File: config.mk
export PLATFORM = sky130hd
export DESIGN_NAME = ecc_read_arbiter
export DESIGN_NICKNAME = d
export VERILOG_FILES = /design/src/rtl/ecc_pkg.sv /design/src/rtl/ecc_decoder.sv /design/src/rtl/rr_arbiter.sv /design/src/rtl/ecc_read_arbiter.sv
export SDC_FILE = /design/constraint.sdc
export NUM_CORES = 1
export LEC_CHECK = 0
export CAP_MARGIN = 15
export CORE_MARGIN = 1.5
export CORE_UTILIZATION = 36
export CTS_CLUSTER_SIZE = 24
export DETAILED_ROUTE_END_ITERATION = 12
export PLACE_DENSITY = 0.79
export SYNTH_ARGS = -nofsm -noshare
export SYNTH_HDL_FRONTEND = slang
export SYNTH_SLANG_ARGS = --single-unit
export TNS_END_PERCENT = 10
File: constraint.sdc
create_clock -name clk -period 7.5 [get_ports clk]
set_clock_uncertainty 0.2 [all_clocks]
set_input_delay 1.5 -clock clk [delete_from_list [all_inputs] [get_ports clk]]
set_output_delay 1.5 -clock clk [all_outputs]
set_load 0.1 [all_outputs]
File: src/rtl/ecc_pkg.sv
// +-----------------------------------------------------------------------------
// | ecc_pkg
// | Shared widths, FSM encoding and Hamming bit-placement helper.
// | Revision: 1.0
// +-----------------------------------------------------------------------------
`default_nettype none

package ecc_pkg;

   localparam int c_data_w = 32;
   localparam int c_code_w = 6;

   typedef enum logic [0:0] {
      ST_EMPTY = 1'b0,
      ST_FULL  = 1'b1
   } state_t;

   // Hamming position (1-based) of data bit idx: the idx-th non-power-of-two.
   function automatic int unsigned data_pos(input int unsigned idx);
      int unsigned pos;
      int unsigned n;
      pos = 0;
      n   = 0;
      for (int unsigned k = 1; k < 256; k++) begin
         if ((k & (k - 1)) != 0) begin
            if (n == idx && pos == 0) pos = k;
            n++;
         end
      end
      return pos;
   endfunction

endpackage

`default_nettype wire

File: src/rtl/ecc_decoder.sv
// +-----------------------------------------------------------------------------
// | ecc_decoder
// | Single-error-correcting Hamming decoder; any nonzero syndrome flags o_err.
// | Revision: 1.0
// +-----------------------------------------------------------------------------
`default_nettype none

module ecc_decoder
   import ecc_pkg::*;
#(
   parameter int DATA_W = c_data_w,
   parameter int CODE_W = c_code_w
) (
   input  logic [DATA_W-1:0] i_data,
   input  logic [CODE_W-1:0] i_code,
   output logic [DATA_W-1:0] o_data,
   output logic              o_err
);

   logic [CODE_W-1:0] w_contrib [DATA_W];
   logic [CODE_W-1:0] w_syn;
   logic [DATA_W-1:0] w_flip;

   generate
      for (genvar i = 0; i < DATA_W; i++) begin : g_bits
         localparam int unsigned c_pos = data_pos(i);
         assign w_contrib[i] = i_data[i] ? CODE_W'(c_pos) : '0;
         assign w_flip[i]    = (w_syn == CODE_W'(c_pos));
      end
   endgenerate

   always_comb begin
      w_syn = i_code;
      for (int i = 0; i < DATA_W; i++) begin
         w_syn = w_syn ^ w_contrib[i];
      end
   end

   // A syndrome naming a check-bit position leaves the data untouched.
   assign o_data = i_data ^ w_flip;
   assign o_err  = |w_syn;

endmodule

`default_nettype wire

File: src/rtl/rr_arbiter.sv
// +-----------------------------------------------------------------------------
// | rr_arbiter
// | Picks the first requester at or after i_ptr, wrapping to port 0.
// | Revision: 1.0
// +-----------------------------------------------------------------------------
`default_nettype none

module rr_arbiter #(
   parameter int N_PORTS = 4,
   parameter int PTR_W   = 2
) (
   input  logic [N_PORTS-1:0] i_req,
   input  logic [PTR_W-1:0]   i_ptr,
   output logic [N_PORTS-1:0] o_grant,
   output logic [PTR_W-1:0]   o_idx,
   output logic               o_any
);

   logic [PTR_W:0]   w_sum;
   logic [PTR_W-1:0] w_pos;

   always_comb begin
      o_grant = '0;
      o_idx   = '0;
      o_any   = 1'b0;
      w_sum   = '0;
      w_pos   = '0;
      for (int k = 0; k < N_PORTS; k++) begin
         w_sum = {1'b0, i_ptr} + (PTR_W+1)'(k);
         if (w_sum >= (PTR_W+1)'(N_PORTS)) w_sum = w_sum - (PTR_W+1)'(N_PORTS);
         w_pos = w_sum[PTR_W-1:0];
         if (!o_any && i_req[w_pos]) begin
            o_any          = 1'b1;
            o_grant[w_pos] = 1'b1;
            o_idx          = w_pos;
         end
      end
   end

endmodule

`default_nettype wire

File: src/rtl/ecc_read_arbiter.sv
// +-----------------------------------------------------------------------------
// | ecc_read_arbiter
// | Round-robin read arbiter feeding one shared ECC decoder into a 1-deep result
// | register. Macro ECC_ERR_CNT_EN enables the saturating error counter.
// | Revision: 1.0
// +-----------------------------------------------------------------------------
`default_nettype none

module ecc_read_arbiter
   import ecc_pkg::*;
#(
   parameter int DATA_W  = c_data_w,
   parameter int CODE_W  = c_code_w,
   parameter int N_PORTS = 4,
   parameter int PTR_W   = 2
) (
   input  logic                        clk,
   input  logic                        reset,
   input  logic [N_PORTS-1:0]          req_vld,
   output logic [N_PORTS-1:0]          req_rdy,
   input  logic [N_PORTS*DATA_W-1:0]   req_data,
   input  logic [N_PORTS*CODE_W-1:0]   req_code,
   output logic                        out_vld,
   input  logic                        out_rdy,
   output logic [DATA_W-1:0]           out_data,
   output logic                        out_err,
   output logic [PTR_W-1:0]            out_port,
   input  logic                        err_clr,
   output logic [15:0]                 err_cnt
);

   state_t              r_state;
   state_t              w_state_nxt;
   logic [PTR_W-1:0]    r_rr_ptr;
   logic [DATA_W-1:0]   r_out_data;
   logic                r_out_err;
   logic [PTR_W-1:0]    r_out_port;

   logic [N_PORTS-1:0]  w_grant;
   logic [PTR_W-1:0]    w_idx;
   logic                w_any;
   logic                w_can_grant;
   logic                w_xfer;
   logic [DATA_W-1:0]   w_sel_data;
   logic [CODE_W-1:0]   w_sel_code;
   logic [DATA_W-1:0]   w_dec_data;
   logic                w_dec_err;

   rr_arbiter #(
      .N_PORTS (N_PORTS),
      .PTR_W   (PTR_W)
   ) u_arb (
      .i_req   (req_vld),
      .i_ptr   (r_rr_ptr),
      .o_grant (w_grant),
      .o_idx   (w_idx),
      .o_any   (w_any)
   );

   assign w_can_grant = ((r_state == ST_EMPTY) || out_rdy) && !reset;
   assign req_rdy     = w_grant & {N_PORTS{w_can_grant}};
   assign w_xfer      = w_any && w_can_grant;

   // Grant-gated OR mux: non-granted ports contribute nothing to the decoder.
   always_comb begin
      w_sel_data = '0;
      w_sel_code = '0;
      for (int i = 0; i < N_PORTS; i++) begin
         w_sel_data = w_sel_data | (req_data[i*DATA_W +: DATA_W] & {DATA_W{w_grant[i]}});
         w_sel_code = w_sel_code | (req_code[i*CODE_W +: CODE_W] & {CODE_W{w_grant[i]}});
      end
   end

   ecc_decoder #(
      .DATA_W (DATA_W),
      .CODE_W (CODE_W)
   ) u_dec (
      .i_data (w_sel_data),
      .i_code (w_sel_code),
      .o_data (w_dec_data),
      .o_err  (w_dec_err)
   );

   always_ff @(posedge clk or posedge reset) begin
      if (reset) r_state <= ST_EMPTY;
      else       r_state <= w_state_nxt;
   end

   always_comb begin
      w_state_nxt = r_state;
      case (r_state)
         ST_EMPTY: if (w_xfer) w_state_nxt = ST_FULL;
         ST_FULL:  if (out_rdy && !w_xfer) w_state_nxt = ST_EMPTY;
         default:  w_state_nxt = ST_EMPTY;
      endcase
   end

   always_ff @(posedge clk or posedge reset) begin
      if (reset) begin
         r_rr_ptr   <= '0;
         r_out_data <= '0;
         r_out_err  <= 1'b0;
         r_out_port <= '0;
      end else if (w_xfer) begin
         r_rr_ptr   <= (w_idx == PTR_W'(N_PORTS - 1)) ? '0 : w_idx + PTR_W'(1);
         r_out_data <= w_dec_data;
         r_out_err  <= w_dec_err;
         r_out_port <= w_idx;
      end
   end

   assign out_vld  = (r_state == ST_FULL);
   assign out_data = r_out_data;
   assign out_err  = r_out_err;
   assign out_port = r_out_port;

`ifdef ECC_ERR_CNT_EN
   logic [15:0] r_err_cnt;

   always_ff @(posedge clk or posedge reset) begin
      if (reset)                                         r_err_cnt <= '0;
      else if (err_clr)                                  r_err_cnt <= '0;
      else if (w_xfer && w_dec_err && r_err_cnt != 16'hFFFF) r_err_cnt <= r_err_cnt + 16'd1;
   end

   assign err_cnt = r_err_cnt;
`else
   logic w_unused_err_clr;
   assign w_unused_err_clr = err_clr;
   assign err_cnt          = '0;
`endif

endmodule

`default_nettype wire

==> metrics.cfg, run 1 <==
[run_status]
run_status=completed

[finish]
drive_gt1_share_pct=7.28
finalInstanceArea_um2=7750
area_growth_pct=40.6
fin_nets=1018
antennaDiodeCount=0

[drt]
drtAntennaViolNets=0
wl_um=22000
drt_iter0_markers=868
post_drt_wl_per_cell_um=21.2
dr.pass1.iters=8
vias=6579
drc_errors=0
avgViaCountPerCell=6.33

[cts]
cts_tree=yes
root_buffer=clkbuf_16
cts_resized=0
cts_setup_buffers=0
cts_hold_buf=0
clock_latency_ns=0.28
path_clk_slew_ns=0.06
cts.sinks=38
clock_path_buffers=2
htreeDepth=2
cts_inserted_buffers=5

[synthesis]
ys.flop_type=dfrtp_1
synthDistinctLibCells=69
yosysWarningCount=0
syn_inst=680
ys_seq_elements=38
yosysSeqAreaShare_pct=17.3
syn_area_per_cell_um2=8.10
syn_area_um2=5510
synth_async_sr_flop_share_pct=100
synth_edf_count=0

[timing]
hold_viol=0
relSlewSlack_pct=30.5
setup_viol=0
fin_crit_ns=6.84
fmaxAchievable_mhz=146
drv_slew=0
rsz0062_at_grt=no
tns_ns=0
tightestPinTransition_ns=1.04
min_period_over_period_pct=91.2

[worst_setup_path]
path_common_cell=xnor3_1
rrSetupSlack_ns=1.11
crit_chain=clkdlybuf4s50_1, mux4_2, a31o_1, a221o_1, and2_1, a222oi_1, o211ai_1, xnor3_1, xnor2_1, xnor3_1, nand2b_1, or4_1, nand3_1
path_max_fanout=15
r2r_start=r_rr_ptr[1]
worst_path_max_delay_cell=mux4_2
required_ns=7.52
setup.worst_path.end_class=flip-flop
cp-start-kind=primary input
setup.worst_path.class=in -> reg
reg2reg_depth=14
worstReg2RegEnd=out_data[24]
cp.arrival_ns=6.86
max_stage_delay_ns=0.63

[floorplan]
rows=45
fp.dieW_um=127
core_area_um2=15100
fp.dieH_um=127
ios=216
die_area_um2=16100
start_util_pct=36.5

[worst_hold_path]
min_delay_path_depth=2
hold_path_class=reg -> reg
hp-start=out_port[1]
hold_end=out_port[1]

[job]
cap_violations=0

[placed_design]
dpl.hpwl_um=16700
io_buffers=198
placed_area_um2=7580
gp_congestion=0.930

[global_routing]
gr-total-overflow=0
grt_start_max_net_pins=42
grt_pass1_vias=6303
antenna_found_initial=0
grtUsageTotal_pct=26.6
grt_pass1_wl_um=34100

==> worst max-delay path by stage <==
stage	from	end	depth (start not counted)
3_5_place_dp	req_vld[3]	out_data[16]	13
2_1_floorplan	req_vld[3]	out_data[16]	14
3_3_place_gp	req_vld[3]	out_data[16]	13
4_1_cts	req_vld[3]	out_data[16]	13
6_report	req_vld[3]	out_data[24]	13
5_1_grt	req_vld[3]	out_data[24]	13
==> cells by family (layout without fill, tap and decap cells) <==
| family | Yosys count | after routing | synth area share (%) |
|---|---|---|---|
| AND/OR/NAND/NOR | 239 | 239 | 22.8 |
| other | 1 | 16 | 0.0681 |
| multiplexers | 7 | 7 | 1.54 |
| buffers and inverters | 85 | 242 | 7.81 |
| XOR/XNOR | 57 | 57 | 12.8 |
| flip-flops | 38 | 38 | 17.3 |
| AO/OA/AOI/OAI | 246 | 246 | 36.2 |
| adder cells (fa/ha/maj) | 7 | 7 | 1.59 |
==> critical path: cells and delay by family <==
family | cells | cell delay, ns
and+or+nand+nor | 4 | 1.56
AOI/OAI and AO/OA | 4 | 1.30
xor gates and xnor gates | 3 | 1.30
muxes | 1 | 0.63
buffers and inverters | 1 | 0.55
==> layout by cell type, fill, tap and decap left out, types with 7 or more instances in the layout <==
| master | synthesis | final |
|---|---|---|
| ha_1 | 7 | 7 |
| a22oi_1 | 62 | 62 |
| o21ai_0 | 10 | 10 |
| a32oi_1 | 15 | 15 |
| nand2b_1 | 14 | 14 |
| buf_4 | 17 | 31 |
| inv_1 | 9 | 9 |
| and3_1 | 27 | 27 |
| nor2_1 | 14 | 14 |
| conb_1 | 1 | 16 |
| nand3_1 | 27 | 27 |
| o211ai_1 | 21 | 21 |
| a21oi_1 | 37 | 36 |
| nor3_1 | 7 | 7 |
| a22o_1 | 9 | 9 |
| a222oi_1 | 12 | 12 |
| clkdlybuf4s50_1 | 0 | 194 |
| a32o_1 | 11 | 11 |
| and2_1 | 17 | 17 |
| a2111o_1 | 7 | 7 |
| nand2_1 | 91 | 91 |
| dfrtp_1 | 38 | 38 |
| xor2_1 | 14 | 14 |
| a211o_1 | 11 | 11 |
| xnor2_1 | 27 | 27 |
| xnor3_1 | 11 | 11 |
| or4_1 | 10 | 10 |
==> synth_stat cells (3+ instances only) <==
cell | number | area share (%)
nand2_1 | 91 | 6.2
a22oi_1 | 62 | 8.4
dfrtp_1 | 38 | 17
a21oi_1 | 37 | 3.4
clkbuf_1 | 37 | 2.5
and3_1 | 27 | 3.1
nand3_1 | 27 | 2.5
xnor2_1 | 27 | 4.3
o211ai_1 | 21 | 2.9
and2_1 | 17 | 1.9
buf_4 | 17 | 2.3
a32oi_1 | 15 | 2.4
buf_2 | 14 | 1.3
nand2b_1 | 14 | 1.6
nor2_1 | 14 | 0.95
xor2_1 | 14 | 2.2
a222oi_1 | 12 | 2.2
a211o_1 | 11 | 1.7
a32o_1 | 11 | 2.0
xnor3_1 | 11 | 4.5
o21ai_0 | 10 | 0.91
or4_1 | 10 | 1.4
a22o_1 | 9 | 1.4
inv_1 | 9 | 0.61
a2111o_1 | 7 | 1.4
ha_1 | 7 | 1.6
nor3_1 | 7 | 0.64
a221o_1 | 6 | 1.1
nand4_1 | 6 | 0.68
o22ai_1 | 6 | 0.68
o311ai_0 | 6 | 0.95
o31ai_1 | 6 | 0.82
a2111oi_4 | 4 | 2.0
a221oi_1 | 4 | 0.64
buf_1 | 4 | 0.27
buf_6 | 4 | 0.82
mux2i_1 | 4 | 0.73
nor3b_1 | 4 | 0.54
or3_1 | 4 | 0.45
a31oi_1 | 3 | 0.34
nor4b_1 | 3 | 0.48
xnor2_2 | 3 | 0.89
==> routing by layer <==
layer  part of all wire, %  up-vias  track usage, %  routed length (um)
met5                     0        -               0                   0
met4                   4.9        0            11.8                1070
met3                   9.7       78            6.12                2130
met2                    46      454            43.2               10200
met1                    39     3072            33.8                8630
li1                      -     2975               -                   -
==> area by class of cell <==
type / count / area (um2)
inverter: 9 / 33.8
sequential: 38 / 951
clock buffer: 8 / 166
timing repair buffer: 225 / 2170
tap: 188 / 235
multi-input combinational: 572 / 4190
fill: 1419 / 7340
==> sequential cells by signal (all words and copies together), names as in the netlist <==
| register | count |
|---|---|
| r_rr_ptr | 2 |
| out_vld | 1 |
| out_data | 32 |
| out_port | 2 |
| out_err | 1 |
==> stage by stage <==
| step | setup WS (ns) | hold WS [ns] | instances | util [%] |
|---|---|---|---|---|
| after floorplan | 1.66 | 0.675 | 695 | - |
| after global placement | 0.497 | 0.262 | 1032 | 50.3 |
| after detailed placement | 0.459 | 0.266 | 1032 | 50.3 |
| after CTS | 0.740 | 0.280 | 1040 | 51.4 |
| after global routing | 0.418 | 0.309 | 1040 | 51.4 |
| final | 0.662 | 0.272 | 1040 | 51.4 |
Power of run 1 is not shown: default switching activity piles up to over one toggle a cycle in this logic, so the estimate is an artifact.
==> run 2: changes to the inputs <==
- PLACE_DENSITY: 0.79 -> 0.83
- SLEW_MARGIN: not set -> 10
- SYNTH_HIERARCHICAL: not set -> 1
==> metrics.cfg, run 2 <==
[run_status]
run_status=completed  ; unchanged

[synthesis]
synth_edf_count=0  ; unchanged
synth_commonest_cells=a22oi_1 (84), xnor2_1 (62), nand2_1 (39)  ; was nand2_1 (91), a22oi_1 (62), dfrtp_1 (38)
synth_async_sr_flop_share_pct=100  ; unchanged
yosysMostFrequentCell=a22oi_1  ; was nand2_1
yosysWarningCount=6  ; was 0
syn_inst=421  ; was 680
ys_seq_elements=38  ; unchanged
yosysSeqAreaShare_pct=21.4  ; was 17.3%
ys.flop_type=dfrtp_1  ; unchanged
synthXorXnorAreaFrac_pct=24.8  ; was 12.8%
muxShareOfSynthArea_pct=13.9  ; was 1.54%
synth_top_family_by_area=XOR/XNOR gates  ; was compound AO/OA/AOI/OAI gates
synth_top_cell_by_area=dfrtp_1  ; unchanged
synth.area.top_cells=dfrtp_1 (21%), a22oi_1 (14%), xnor2_1 (12%)  ; was dfrtp_1 (17%), a22oi_1 (8.4%), nand2_1 (6.2%)
syn_area_per_cell_um2=10.6  ; was 8.10 um2
yosysTopAreaCellShare_pct=21.4  ; was 17.3%
synth-adder-area-share_pct=1.69  ; was 1.59%
synthSimpleGateAreaFrac_pct=8.96  ; was 22.8%
synth_compound_area_share_pct=22.1  ; was 36.2%
syn_area_um2=4440  ; was 5510 um2
synthDistinctLibCells=47  ; was 69

[finish]
nFillCells=1043  ; was 1419
drive_gt1_share_pct=15.1  ; was 7.28%
finalInstanceArea_um2=6680  ; was 7750 um2
final_cell_mix=clkdlybuf4s50_1 (194), a22oi_1 (84), xnor2_1 (62)  ; was clkdlybuf4s50_1 (194), nand2_1 (91), a22oi_1 (62)
area_growth_pct=50.5  ; was 40.6%
final_util_pct=55.6  ; was 51.4%
antennaDiodeCount=0  ; unchanged
final_common_cell=clkdlybuf4s50_1  ; unchanged
largest_reg_flops=32  ; unchanged
seq_area_um2=951  ; unchanged
multi_input_area_um2=3250  ; was 4190 um2
fin_nets=776  ; was 1018

[cts]
cts_resized=0  ; unchanged
root_buffer=clkbuf_16  ; unchanged
cts.sinks=38  ; unchanged
cts_hold_buf=0  ; unchanged
htreeDepth=2  ; unchanged
cts_tree=yes  ; unchanged
cts_setup_buffers=0  ; unchanged
clock_path_buffers=2  ; unchanged
clock_latency_ns=0.28  ; about the same
path_clk_slew_ns=0.06  ; about the same
cts_inserted_buffers=5  ; unchanged

[job]
cap_violations=0  ; unchanged

[global_routing]
gr-total-overflow=0  ; unchanged
antenna_found_initial=0  ; unchanged
grt_pass1_vias=4202  ; was 6303
grt_start_max_net_pins=39  ; was 42
grt_pass1_wl_um=22100  ; was 34100 um
grtUsageTotal_pct=21.9  ; was 26.6%

[timing]
relSlewSlack_pct=31.5  ; was 30.5%
setup_viol=0  ; unchanged
tightestPinTransition_ns=1.02  ; was 1.04 ns
min_period_over_period_pct=89.0  ; was 91.2%
fin_crit_ns=6.67  ; was 6.84 ns
drv_slew=0  ; unchanged
rsz0062_at_grt=no  ; unchanged
hold_viol=0  ; unchanged
whs_ns=0.309  ; was 0.272 ns
fmaxAchievable_mhz=150  ; was 146 MHz
tns_ns=0  ; unchanged

[drt]
drc_errors=0  ; unchanged
drtAntennaViolNets=0  ; unchanged
post_drt_wl_per_cell_um=18.9  ; was 21.2 um
met3_length_um=1010  ; was 2130 um
dr.pass1.iters=5  ; was 8
drt_iter0_markers=231  ; was 868
vias=4296  ; was 6579
route.layer.met1.wl_um=5720  ; was 8630 um
met2_length_um=7230  ; was 10200 um
wl_um=14300  ; was 22000 um
highest_layer=met4  ; unchanged
avgViaCountPerCell=5.67  ; was 6.33

[worst_setup_path]
path_max_fanout=23  ; was 15
worstReg2RegEnd=out_data[11]  ; was out_data[24]
setup.worst_path.end_class=flip-flop  ; unchanged
crit_chain=clkdlybuf4s50_1, mux4_2, and2b_2, a22oi_1, o21ai_2, buf_12, a22oi_1, nand2_1, xnor2_1, xnor3_1, xor3_2, nor3_2, o2111ai_1, xnor2_1, mux2_2  ; was clkdlybuf4s50_1, mux4_2, a31o_1, a221o_1, and2_1, a222oi_1, o211ai_1, xnor3_1, xnor2_1, xnor3_1, nand2b_1, or4_1, nand3_1
cp.arrival_ns=6.64  ; was 6.86 ns
rrSetupSlack_ns=1.52  ; was 1.11 ns
worstSetupEndpoint=out_data[11]  ; was out_data[24]
cp-start-kind=primary input  ; unchanged
r2r_start=r_rr_ptr[0]  ; was r_rr_ptr[1]
max_stage_delay_ns=0.66  ; was 0.63 ns
setup.worst_path.class=in -> reg  ; unchanged
reg2reg_depth=16  ; was 14
startpoint=req_vld[2]  ; was req_vld[3]
required_ns=7.47  ; was 7.52 ns
worst_path_max_delay_cell=o21ai_2  ; was mux4_2

[floorplan]
ios=216  ; unchanged
rows=40  ; was 45
fp.dieW_um=114  ; was 127 um
fp.dieH_um=114  ; was 127 um
core_area_um2=12000  ; was 15100 um2
die_area_um2=13000  ; was 16100 um2
start_util_pct=37.0  ; was 36.5%

[worst_hold_path]
hold_path_class=reg -> reg  ; unchanged

[placed_design]
gp_congestion=0.871  ; was 0.930
io_buffers=198  ; unchanged
dpl.hpwl_um=11500  ; was 16700 um
placed_area_um2=6480  ; was 7580 um2

## run 2: worst min-delay path by stage
| stage | from | end | slack [ns] | cells past startpoint |
|---|---|---|---|---|
| 3_3_place_gp | out_data[3] | out_data[3] | 0.29 | 1 |
| 3_5_place_dp | out_data[29] | out_data[29] | 0.29 | 1 |
| 6_report | out_data[18] | out_data[18] | 0.31 | 1 |
| 5_1_grt | out_data[22] | out_data[22] | 0.32 | 1 |
| 4_1_cts | out_data[29] | out_data[29] | 0.31 | 1 |
| 2_1_floorplan | r_rr_ptr[0] | r_rr_ptr[0] | 0.39 | 1 |
## run 2: final cells by class
class,instances,share of cell area [%]
multi-input cells,349,48.7
repair buffers,210,31.0
flip-flops and latches,38,14.2
well taps,147,2.75
clock buffers,6,2.08
clock inverters,2,0.899
inverters,6,0.337
## run 2: through the flow
stage,setup WS (ns),cells
2_1_floorplan,1.79,436
3_3_place_gp,0.759,750
3_5_place_dp,0.617,750
4_1_cts,0.911,758
5_1_grt,0.630,758
6_report,0.826,758
## run 2: critical path, delay by kind of cell
family | cells | cell delay, ns
AOI/OAI and AO/OA | 4 | 1.04
xor gates and xnor gates | 4 | 1.36
buffers and inverters | 2 | 0.74
muxes | 2 | 0.90
and+or+nand+nor | 3 | 1.06
## run 2: logic make-up (layout without fill, tap and decap cells)
kind of cell             count (synthesis)  after routing
AO/OA/AOI/OAI                          127            127
XOR/XNOR                                89             89
AND/OR/NAND/NOR                         67             67
buffers and inverters                   49            224
multiplexers                            44             44
flip-flops                              38             38
adder cells (fa/ha/maj)                  6              6
other                                    1             16
## run 2: routing by layer
metal | track usage, % | vias to the layer above
met5 | 0 | -
met4 | 6.00 | 0
met3 | 4.29 | 34
met2 | 38.8 | 212
met1 | 27.1 | 2085
li1 | - | 1965
Power of run 2 is left out for the same reason.
